==> config.mk <==
export PLATFORM = sky130hd
export DESIGN_NAME = elevator_button_frontend
export DESIGN_NICKNAME = d
export VERILOG_FILES = /design/src/rtl/elevator_button_frontend.sv
export SDC_FILE = /design/constraint.sdc
export NUM_CORES = 1
export LEC_CHECK = 0
export ABC_CLOCK_PERIOD_IN_PS = 6100
export CELL_PAD_IN_SITES_DETAIL_PLACEMENT = 0
export CELL_PAD_IN_SITES_GLOBAL_PLACEMENT = 2
export CORE_ASPECT_RATIO = 1.1
export CORE_MARGIN = 2
export CORE_UTILIZATION = 41
export DETAILED_ROUTE_END_ITERATION = 8
export PLACE_DENSITY = 0.88
export SYNTH_ARGS = -nofsm -noshare
export SYNTH_HDL_FRONTEND = slang
export SYNTH_SLANG_ARGS = --single-unit
==> constraint.sdc <==
create_clock -name clk -period 6.1 [get_ports clk]
set_input_delay 0.915 -clock clk [delete_from_list [all_inputs] [get_ports clk]]
set_output_delay 0.915 -clock clk [all_outputs]
set_load 0.01 [all_outputs]
==> src/rtl/elevator_button_frontend.sv <==
// Debounces raw push-buttons and emits one set pulse per accepted press toward the request latches.
// One ebf_lane per button; the top-floor up and ground-floor down channels are permanently dead.
module ebf_lane #(
  parameter int DEB_CYCLES = 16,
  parameter int CNT_W      = $clog2(DEB_CYCLES+1)
) (
  input  logic clk,
  input  logic rst_n,
  input  logic raw_i,
  input  logic lit_i,
  output logic fire_o,
  output logic busy_o
);
  typedef enum logic [1:0] {IDLE, DEB_PRESS, HELD, DEB_RELEASE} state_e;

  state_e           state_q, state_d;
  logic [CNT_W-1:0] cnt_q, cnt_d;
  logic [1:0]       sync_q;
  logic             fire_q, fire_d;
  logic             s, last;

  assign s    = sync_q[1];
  assign last = (cnt_q == CNT_W'(DEB_CYCLES-1));

  always_ff @(posedge clk or negedge rst_n) begin
    if (!rst_n) begin
      sync_q  <= '0;
      state_q <= IDLE;
      cnt_q   <= '0;
      fire_q  <= 1'b0;
    end else begin
      sync_q  <= {sync_q[0], raw_i};
      state_q <= state_d;
      cnt_q   <= cnt_d;
      fire_q  <= fire_d;
    end
  end

  always_comb begin
    state_d = state_q;
    cnt_d   = cnt_q;
    fire_d  = 1'b0;
    case (state_q)
      IDLE: if (s) begin
        state_d = DEB_PRESS;
        cnt_d   = '0;
      end
      DEB_PRESS: begin
        if (!s) state_d = IDLE;
        else if (last) begin
          state_d = HELD;
          // A request that is already latched still completes the press, silently.
          fire_d  = !lit_i;
        end else cnt_d = cnt_q + CNT_W'(1);
      end
      HELD: if (!s) begin
        state_d = DEB_RELEASE;
        cnt_d   = '0;
      end
      DEB_RELEASE: begin
        if (s) state_d = HELD;
        else if (last) state_d = IDLE;
        else cnt_d = cnt_q + CNT_W'(1);
      end
      default: state_d = IDLE;
    endcase
  end

  assign fire_o = fire_q;
  assign busy_o = (state_q != IDLE);
endmodule

module elevator_button_frontend #(
  parameter int N_FLOORS   = 4,
  parameter int DEB_CYCLES = 16,
  parameter int CNT_W      = $clog2(DEB_CYCLES+1)
) (
  input  logic                clk,
  input  logic                rst_n,
  input  logic [N_FLOORS-1:0] raw_up,
  input  logic [N_FLOORS-1:0] raw_down,
  input  logic [N_FLOORS-1:0] raw_floor,
  input  logic [N_FLOORS-1:0] lit_up,
  input  logic [N_FLOORS-1:0] lit_down,
  input  logic [N_FLOORS-1:0] lit_floor,
  output logic [N_FLOORS-1:0] ext_up,
  output logic [N_FLOORS-1:0] ext_down,
  output logic [N_FLOORS-1:0] ext_floor,
  output logic                busy
);
  localparam int NCH = 3*N_FLOORS;

  // Channel order: up[0..N-1], down[0..N-1], floor[0..N-1]
  logic [NCH-1:0] raw_all, lit_all, fire_all, busy_all;
  logic           dead_unused;

  assign raw_all     = {raw_floor, raw_down, raw_up};
  assign lit_all     = {lit_floor, lit_down, lit_up};
  assign dead_unused = ^{raw_up[N_FLOORS-1], raw_down[0], lit_up[N_FLOORS-1], lit_down[0]};

  for (genvar c = 0; c < NCH; c++) begin : g_ch
    if (c == N_FLOORS-1 || c == N_FLOORS) begin : g_dead
      assign fire_all[c] = 1'b0;
      assign busy_all[c] = 1'b0;
    end else begin : g_live
      ebf_lane #(.DEB_CYCLES(DEB_CYCLES), .CNT_W(CNT_W)) u_lane (
        .clk    (clk),
        .rst_n  (rst_n),
        .raw_i  (raw_all[c]),
        .lit_i  (lit_all[c]),
        .fire_o (fire_all[c]),
        .busy_o (busy_all[c])
      );
    end
  end

  assign ext_up    = fire_all[N_FLOORS-1:0];
  assign ext_down  = fire_all[2*N_FLOORS-1:N_FLOORS];
  assign ext_floor = fire_all[NCH-1:2*N_FLOORS];
  assign busy      = |busy_all;
endmodule

==> flow_metrics.tcl, run 1 <==
set metrics [dict create \
    max_freq_ghz 0.336 \
    antenna_found_initial 0 \
    ir_drop_mv 0.130 \
    hold-path-cell-count 0 \
    cts_sinks 100 \
    synth_area_leaders "dfrtp_1, ha_1, a21oi_1" \
    grt-ovfl-total 0 \
    grt_usage 0.145 \
    holdPathEnd "g_ch[10].g_live.u_lane.sync_q[1]$_DFF_PN0_" \
    slowest_delay_ns 0.50 \
    core_area_um2 11500 \
    min_period_ns 2.98 \
    grt_pass1_vias 3230 \
    synth-seq-area-share 0.512 \
    muxShareOfSynthArea 0.0330 \
    rsz0062_at_grt "no" \
    place_area_um2 5240 \
    dpl.hpwl_um 5690 \
    final_antenna_net_count 0 \
    setup_violations 0 \
    die_area_um2 12800 \
    avgViaCountPerCell 5.28 \
    cts.repair.resized 0 \
    cellLeakagePower_nw 2.43 \
    drt_pass1_iterations 4 \
    yosys_warnings 0 \
    hp-start "g_ch[10].g_live.u_lane.sync_q[0]$_DFF_PN0_" \
    reg2reg_from "g_ch[11].g_live.u_lane.cnt_q[0]$_DFFE_PN0P_" \
    crit_chain "nor4_1 > and3_1 > nand3_1 > clkdlybuf4s50_1" \
    cp-end-kind "output pin" \
    nFillCells 1085 \
    syn_area_um2 4890 \
    synth_ff_type "dfrtp_1" \
    insertion_delay_ns 0.35 \
    finalHoldViolations 0 \
    initialDrtViolationCount 104 \
    slew_headroom 0.440 \
    worstPathRequired_ns 5.18 \
    crit_path_start_kind "flip-flop" \
    clockRootBuffer "clkbuf_16" \
    numPortBuffers 32 \
    gp_congestion 0.745 \
    synth-edff-count 0 \
    die_x_um 108 \
    cts_hold_buf 0 \
    yosys.area_share.adder 0.0742 \
    synth_compound_area_frac 0.112 \
    synth_top_family_by_area "simple AND/OR/NAND/NOR gates" \
    cts_made_buffers 9 \
    ys_ff_latch 100 \
    start_util 0.424 \
    final_common_cell "dfrtp_1" \
    drive_gt1_frac 0.0660 \
    skew_ns 0.00535 \
    max-clock-path-buffers 2 \
    cp_top_family "simple AND/OR/NAND/NOR gates" \
    status "completed" \
    tightest_slew_ns 0.833 \
    io_pins 39 \
    nNetsFinal 535 \
    synth_cells 465 \
    rows 41 \
    cp.arrival_ns 2.06 \
    synth-simple-area-share 0.180 \
    grt_max_degree 67 \
    cp_num_buf_inv 1 \
    reg2reg_slack_ns 3.99 \
    max_cap_violations 0 \
    antenna_cells 0 \
    ff2ff_path_depth 6 \
    fin_area_um2 5540 \
    grt_first_pass_wirelength_um 14800 \
    critPathKind "flip-flop to output pin" \
    syn_to_final_growth_pct 13.3 \
    timing.rr.end "g_ch[11].g_live.u_lane.cnt_q[3]$_DFFE_PN0P_" \
    hp-class "flip-flop to flip-flop" \
    async_flop_share 1.00 \
    routedWlPerCell_um 13.3 \
    post-route-drc-count 0 \
    power_density_nw_per_um2 263 \
    yosysTopAreaCellShare 0.512 \
    synth_area_per_cell_um2 10.5 \
    fin_crit_sh 0.488 \
    postCtsSetupBuffers 0 \
    synth_top_cell_by_area "dfrtp_1" \
    cp_max_fo 11 \
    fin_tns_setup_ns 0 \
    cts_tree "done" \
    drt_wl_total_um 8420 \
    h-tree-depth 3 \
    ys_types 41 \
    layout_common_cells "dfrtp_1, nand2_1, a21oi_1" \
    cp_slowest_cell "dfrtp_1" \
    total_power_w 0.00146 \
    vias 3352 \
    die_h_um 119 \
    synth_xor_area_frac 0.0266 \
    clkTransAtPathRegs_ns 0.07 \
    drv_slew 0 \
]
metal layers:
layer  vias up  track usage  wire length, um
li1       1666            -                -
met4         0       0.0745              180
met5         -            0                0
met3        10       0.0309              305
met1      1631        0.189             4050
met2        45        0.225             3880
cell type report:
| type | instances | area (um^2) | area share |
|---|---|---|---|
| Sequential cell | 100 | 2500 | 0.452 |
| Multi-Input combinational cell | 301 | 2090 | 0.377 |
| Timing Repair Buffer | 33 | 325 | 0.0587 |
| Clock buffer | 10 | 239 | 0.0431 |
| Tap cell | 150 | 188 | 0.0339 |
| Inverter | 35 | 131 | 0.0237 |
| Clock inverter | 6 | 62.6 | 0.0113 |
kinds of logic (layout without fill, tap and decap cells):
kind of cell,after synthesis,in the layout
AOI/OAI and AO/OA,90,90
buffers and inverters,65,84
and+or+nand+nor,151,151
other,1,2
DFF,100,100
muxes,15,15
adders and majority gates,29,29
xor gates and xnor gates,14,14
sequential cells by signal (all words and copies together), names as in the netlist, named ones only:
register                    flops
g_ch.g_live.u_lane.cnt_q       50
g_ch.g_live.u_lane.sync_q      20
g_ch.g_live.u_lane.fire_o      10
g_ch.g_live.u_lane.state_q     10
how the worst max path moves through the flow:
stage                                             endpoint                                    startpoint  depth (start not counted)
2_1_floorplan  g_ch[11].g_live.u_lane.cnt_q[3]$_DFFE_PN0P_   g_ch[11].g_live.u_lane.cnt_q[0]$_DFFE_PN0P_                          7
3_3_place_gp                                          busy  g_ch[7].g_live.u_lane.state_q[0]$_DFFE_PN0P_                          4
3_5_place_dp                                          busy  g_ch[7].g_live.u_lane.state_q[0]$_DFFE_PN0P_                          4
4_1_cts                                               busy  g_ch[7].g_live.u_lane.state_q[0]$_DFFE_PN0P_                          4
5_1_grt                                               busy  g_ch[7].g_live.u_lane.state_q[0]$_DFFE_PN0P_                          4
6_report                                              busy  g_ch[7].g_live.u_lane.state_q[0]$_DFFE_PN0P_                          4
power by group:
group | internal, W | switching (W)
logic | 0.0000578 | 0.0000615
registers | 0.000710 | 0.0000499
clock network | 0.000329 | 0.000249
per-stage QoR:
| step | utilization | cells | worst slack [ns] | hold WS, ns |
|---|---|---|---|---|
| CTS | 0.480 | 635 | 3.07 | 0.350 |
| finish | 0.480 | 635 | 3.12 | 0.348 |
| global placement | 0.454 | 619 | 3.44 | 0.333 |
| floorplan | - | 466 | 4.08 | 0.331 |
| global route | 0.480 | 635 | 2.96 | 0.355 |
| detailed placement | 0.454 | 619 | 3.45 | 0.335 |
cells in the mapped netlist, drive strengths merged (6+ instances only):
library cell  instances
mux2i                 6
a21oi                42
nor2                 15
xnor2                10
nand4b               15
nand2b               11
o22ai                14
and3                 13
or4b                  9
o31ai                10
a22o                  8
dfrtp               100
or4                   6
nand2                42
o21ai                 9
inv                  35
buf                  19
mux2                  9
nand3                20
ha                   29
clkbuf               11
No activity file was read; power rests on OpenSTA's default activity.
==> inputs of run 2 (changes only) <==
--- a/config.mk
+++ b/config.mk
@@ -5,14 +5,14 @@
 export SDC_FILE = /design/constraint.sdc
 export NUM_CORES = 1
 export LEC_CHECK = 0
-export ABC_CLOCK_PERIOD_IN_PS = 6100
+export ABC_CLOCK_PERIOD_IN_PS = 3100
 export CELL_PAD_IN_SITES_DETAIL_PLACEMENT = 0
 export CELL_PAD_IN_SITES_GLOBAL_PLACEMENT = 2
 export CORE_ASPECT_RATIO = 1.1
 export CORE_MARGIN = 2
-export CORE_UTILIZATION = 41
+export CORE_UTILIZATION = 38
 export DETAILED_ROUTE_END_ITERATION = 8
-export PLACE_DENSITY = 0.88
+export PLACE_DENSITY = 0.83
 export SYNTH_ARGS = -nofsm -noshare
 export SYNTH_HDL_FRONTEND = slang
 export SYNTH_SLANG_ARGS = --single-unit
==> constraint.sdc (replaced) <==
create_clock -name clk -period 3.1 [get_ports clk]
set_input_delay 0.465 -clock clk [delete_from_list [all_inputs] [get_ports clk]]
set_output_delay 0.465 -clock clk [all_outputs]
set_load 0.01 [all_outputs]
==> run 2 against run 1 <==
Net effect: highest routed layer unchanged; wire length is 0.21% lower; global-route usage is 1.1 points lower; sequential share of layout area is 0.46 points lower; worst setup slack worse by 2.6 ns; largest power group unchanged; via count is 1.9% lower; core utilization is 3.5 points lower; first-iteration DRC count is 45% higher; combinational power is 99% higher; critical path type unchanged.
==> flow_metrics.tcl, run 2 (synthesis results as in run 1) <==
set metrics [dict create \
    status "completed" \
    critPathKind "flip-flop to output pin" \
    layout_setup_ws_ns 0.539 \
    cts_made_buffers 9 \
    skew_ns 0.00499 \
    io_pins 39 \
    antenna_found_initial 0 \
    vias 3289 \
    hp-class "primary input to async pin" \
    crit_start "g_ch[7].g_live.u_lane.state_q[0]$_DFFE_PN0P_" \
    nNetsFinal 535 \
    p_sw_frac 0.230 \
    final_antenna_net_count 0 \
    multiInputGateArea_um2 2090 \
    nFillCells 1189 \
    place_area_um2 5260 \
    core_area_um2 12600 \
    power_frac_comb 0.080 \
    avgViaCountPerCell 5.12 \
    largest_reg_flops 50 \
    dpl.hpwl_um 5640 \
    post-route-drc-count 0 \
    ir_drop_mv 0.281 \
    slew_headroom 0.417 \
    gp_congestion 0.754 \
    reg2reg_from "g_ch[11].g_live.u_lane.cnt_q[0]$_DFFE_PN0P_" \
    regMostFlops "g_ch.g_live.u_lane.cnt_q" \
    reg_top3 "g_ch.g_live.u_lane.cnt_q (50), g_ch.g_live.u_lane.sync_q (20)" \
    drt_wl_total_um 8400 \
    min_period_ns 2.56 \
    power_density_nw_per_um2 530 \
    cts_tree "done" \
    postCtsSetupBuffers 0 \
    rows 43 \
    rsz0062_at_grt "no" \
    clkTransAtPathRegs_ns 0.06 \
    regArea_um2 2500 \
    layout_common_cells "dfrtp_1, nand2_1, a21oi_1" \
    grt_usage 0.134 \
    insertion_delay_ns 0.34 \
    antenna_cells 0 \
    cp.arrival_ns 2.10 \
    finalHoldViolations 0 \
    setup_violations 0 \
    cp-end-kind "output pin" \
    h-tree-depth 3 \
    drt_pass1_iterations 4 \
    seq_power_share 0.504 \
    die_area_um2 13800 \
    max-clock-path-buffers 2 \
    cp_max_fo 11 \
    grt-ovfl-total 0 \
    cts.repair.resized 0 \
    final_common_cell "dfrtp_1" \
    drive_gt1_frac 0.0639 \
    initialDrtViolationCount 151 \
    grt_first_pass_wirelength_um 15000 \
    tightest_slew_ns 0.874 \
    grt_pass1_vias 3272 \
    fin_tns_setup_ns 0 \
    numPortBuffers 32 \
    syn_to_final_growth_pct 14.4 \
    grt_max_degree 68 \
    cts_hold_buf 0 \
    intPower_w 0.00229 \
    die_x_um 112 \
    max_freq_ghz 0.390 \
    cts_sinks 100 \
    routedWlPerCell_um 13.1 \
    fin_area_um2 5600 \
    p_switching_w 0.000681 \
    max_cap_violations 0 \
    clockRootBuffer "clkbuf_16" \
    clkPwrFrac 0.416 \
    start_util 0.388 \
    worstPathRequired_ns 2.63 \
    fin_crit_sh 0.826 \
    cellLeakagePower_nw 2.44 \
    die_h_um 123 \
    drv_slew 0 \
    dp_slack_ns 0.884 \
    crit_path_start_kind "flip-flop" \
]
-- run 2: cell count changes in the layout (fill, tap and decap cells not counted), sizes merged --
cell | before | now
inv | 36 | 35
clkinv | 4 | 0
clkbuf | 10 | 13
bufinv | 1 | 2
clkinvlp | 0 | 1
-- run 2: cell type report --
cell class / count / share of cell area
clock buffer: 13 / 0.0483
clock inverter: 3 / 0.0121
inverter: 35 / 0.0235
multi-input combinational: 301 / 0.374
sequential: 100 / 0.447
tap: 157 / 0.0351
timing repair buffer: 33 / 0.0604
-- run 2: per-layer routing --
layer	global-route usage	part of all wire	wire (um)	vias up
met5	0	0	0	-
met2	0.217	0.46	3890	34
met1	0.175	0.49	4140	1578
met4	0.0602	0.015	129	0
li1	-	-	-	1668
met3	0.0284	0.029	240	9
-- run 2: worst max-delay path, stage by stage, from the launching register on --
cell	delay (ns)
dfrtp_1	0.50
nor4_1	0.39
and3_1	0.26
nand3_1	0.11
clkdlybuf4s50_1	0.50
-- run 2: power groups by stage --
stage | combinational [W] | sequential [W] | clock, W
3_3_place_gp | 0.000234 | 0.00152 | 0
6_report | 0.000237 | 0.00150 | 0.00124
4_1_cts | 0.000244 | 0.00150 | 0.00129
2_1_floorplan | 0.000175 | 0.00148 | 0
3_5_place_dp | 0.000243 | 0.00152 | 0
5_1_grt | 0.000278 | 0.00151 | 0.00134
-- run 2: final timing paths --
path,slack [ns],depth (start not counted),end
min reg2reg,0.35,0,g_ch[2].g_live.u_lane.sync_q[1]$_DFF_PN0_
max in group asynchronous,2.21,2,g_ch[1].g_live.u_lane.cnt_q[4]$_DFFE_PN0P_
min in group clk,0.35,0,g_ch[2].g_live.u_lane.sync_q[1]$_DFF_PN0_
max reg2reg,0.99,6,g_ch[11].g_live.u_lane.cnt_q[3]$_DFFE_PN0P_
min,0.23,1,g_ch[7].g_live.u_lane.cnt_q[3]$_DFFE_PN0P_
max,0.54,4,busy
-- run 2: through the flow --
step           hold WS [ns]  std cells   util  total power [W]
2_1_floorplan         0.169        466      -          0.00166
3_3_place_gp          0.334        626  0.418          0.00175
3_5_place_dp          0.335        626  0.418          0.00176
4_1_cts               0.278        642  0.445          0.00303
5_1_grt               0.324        642  0.445          0.00313
6_report              0.226        642  0.445          0.00297
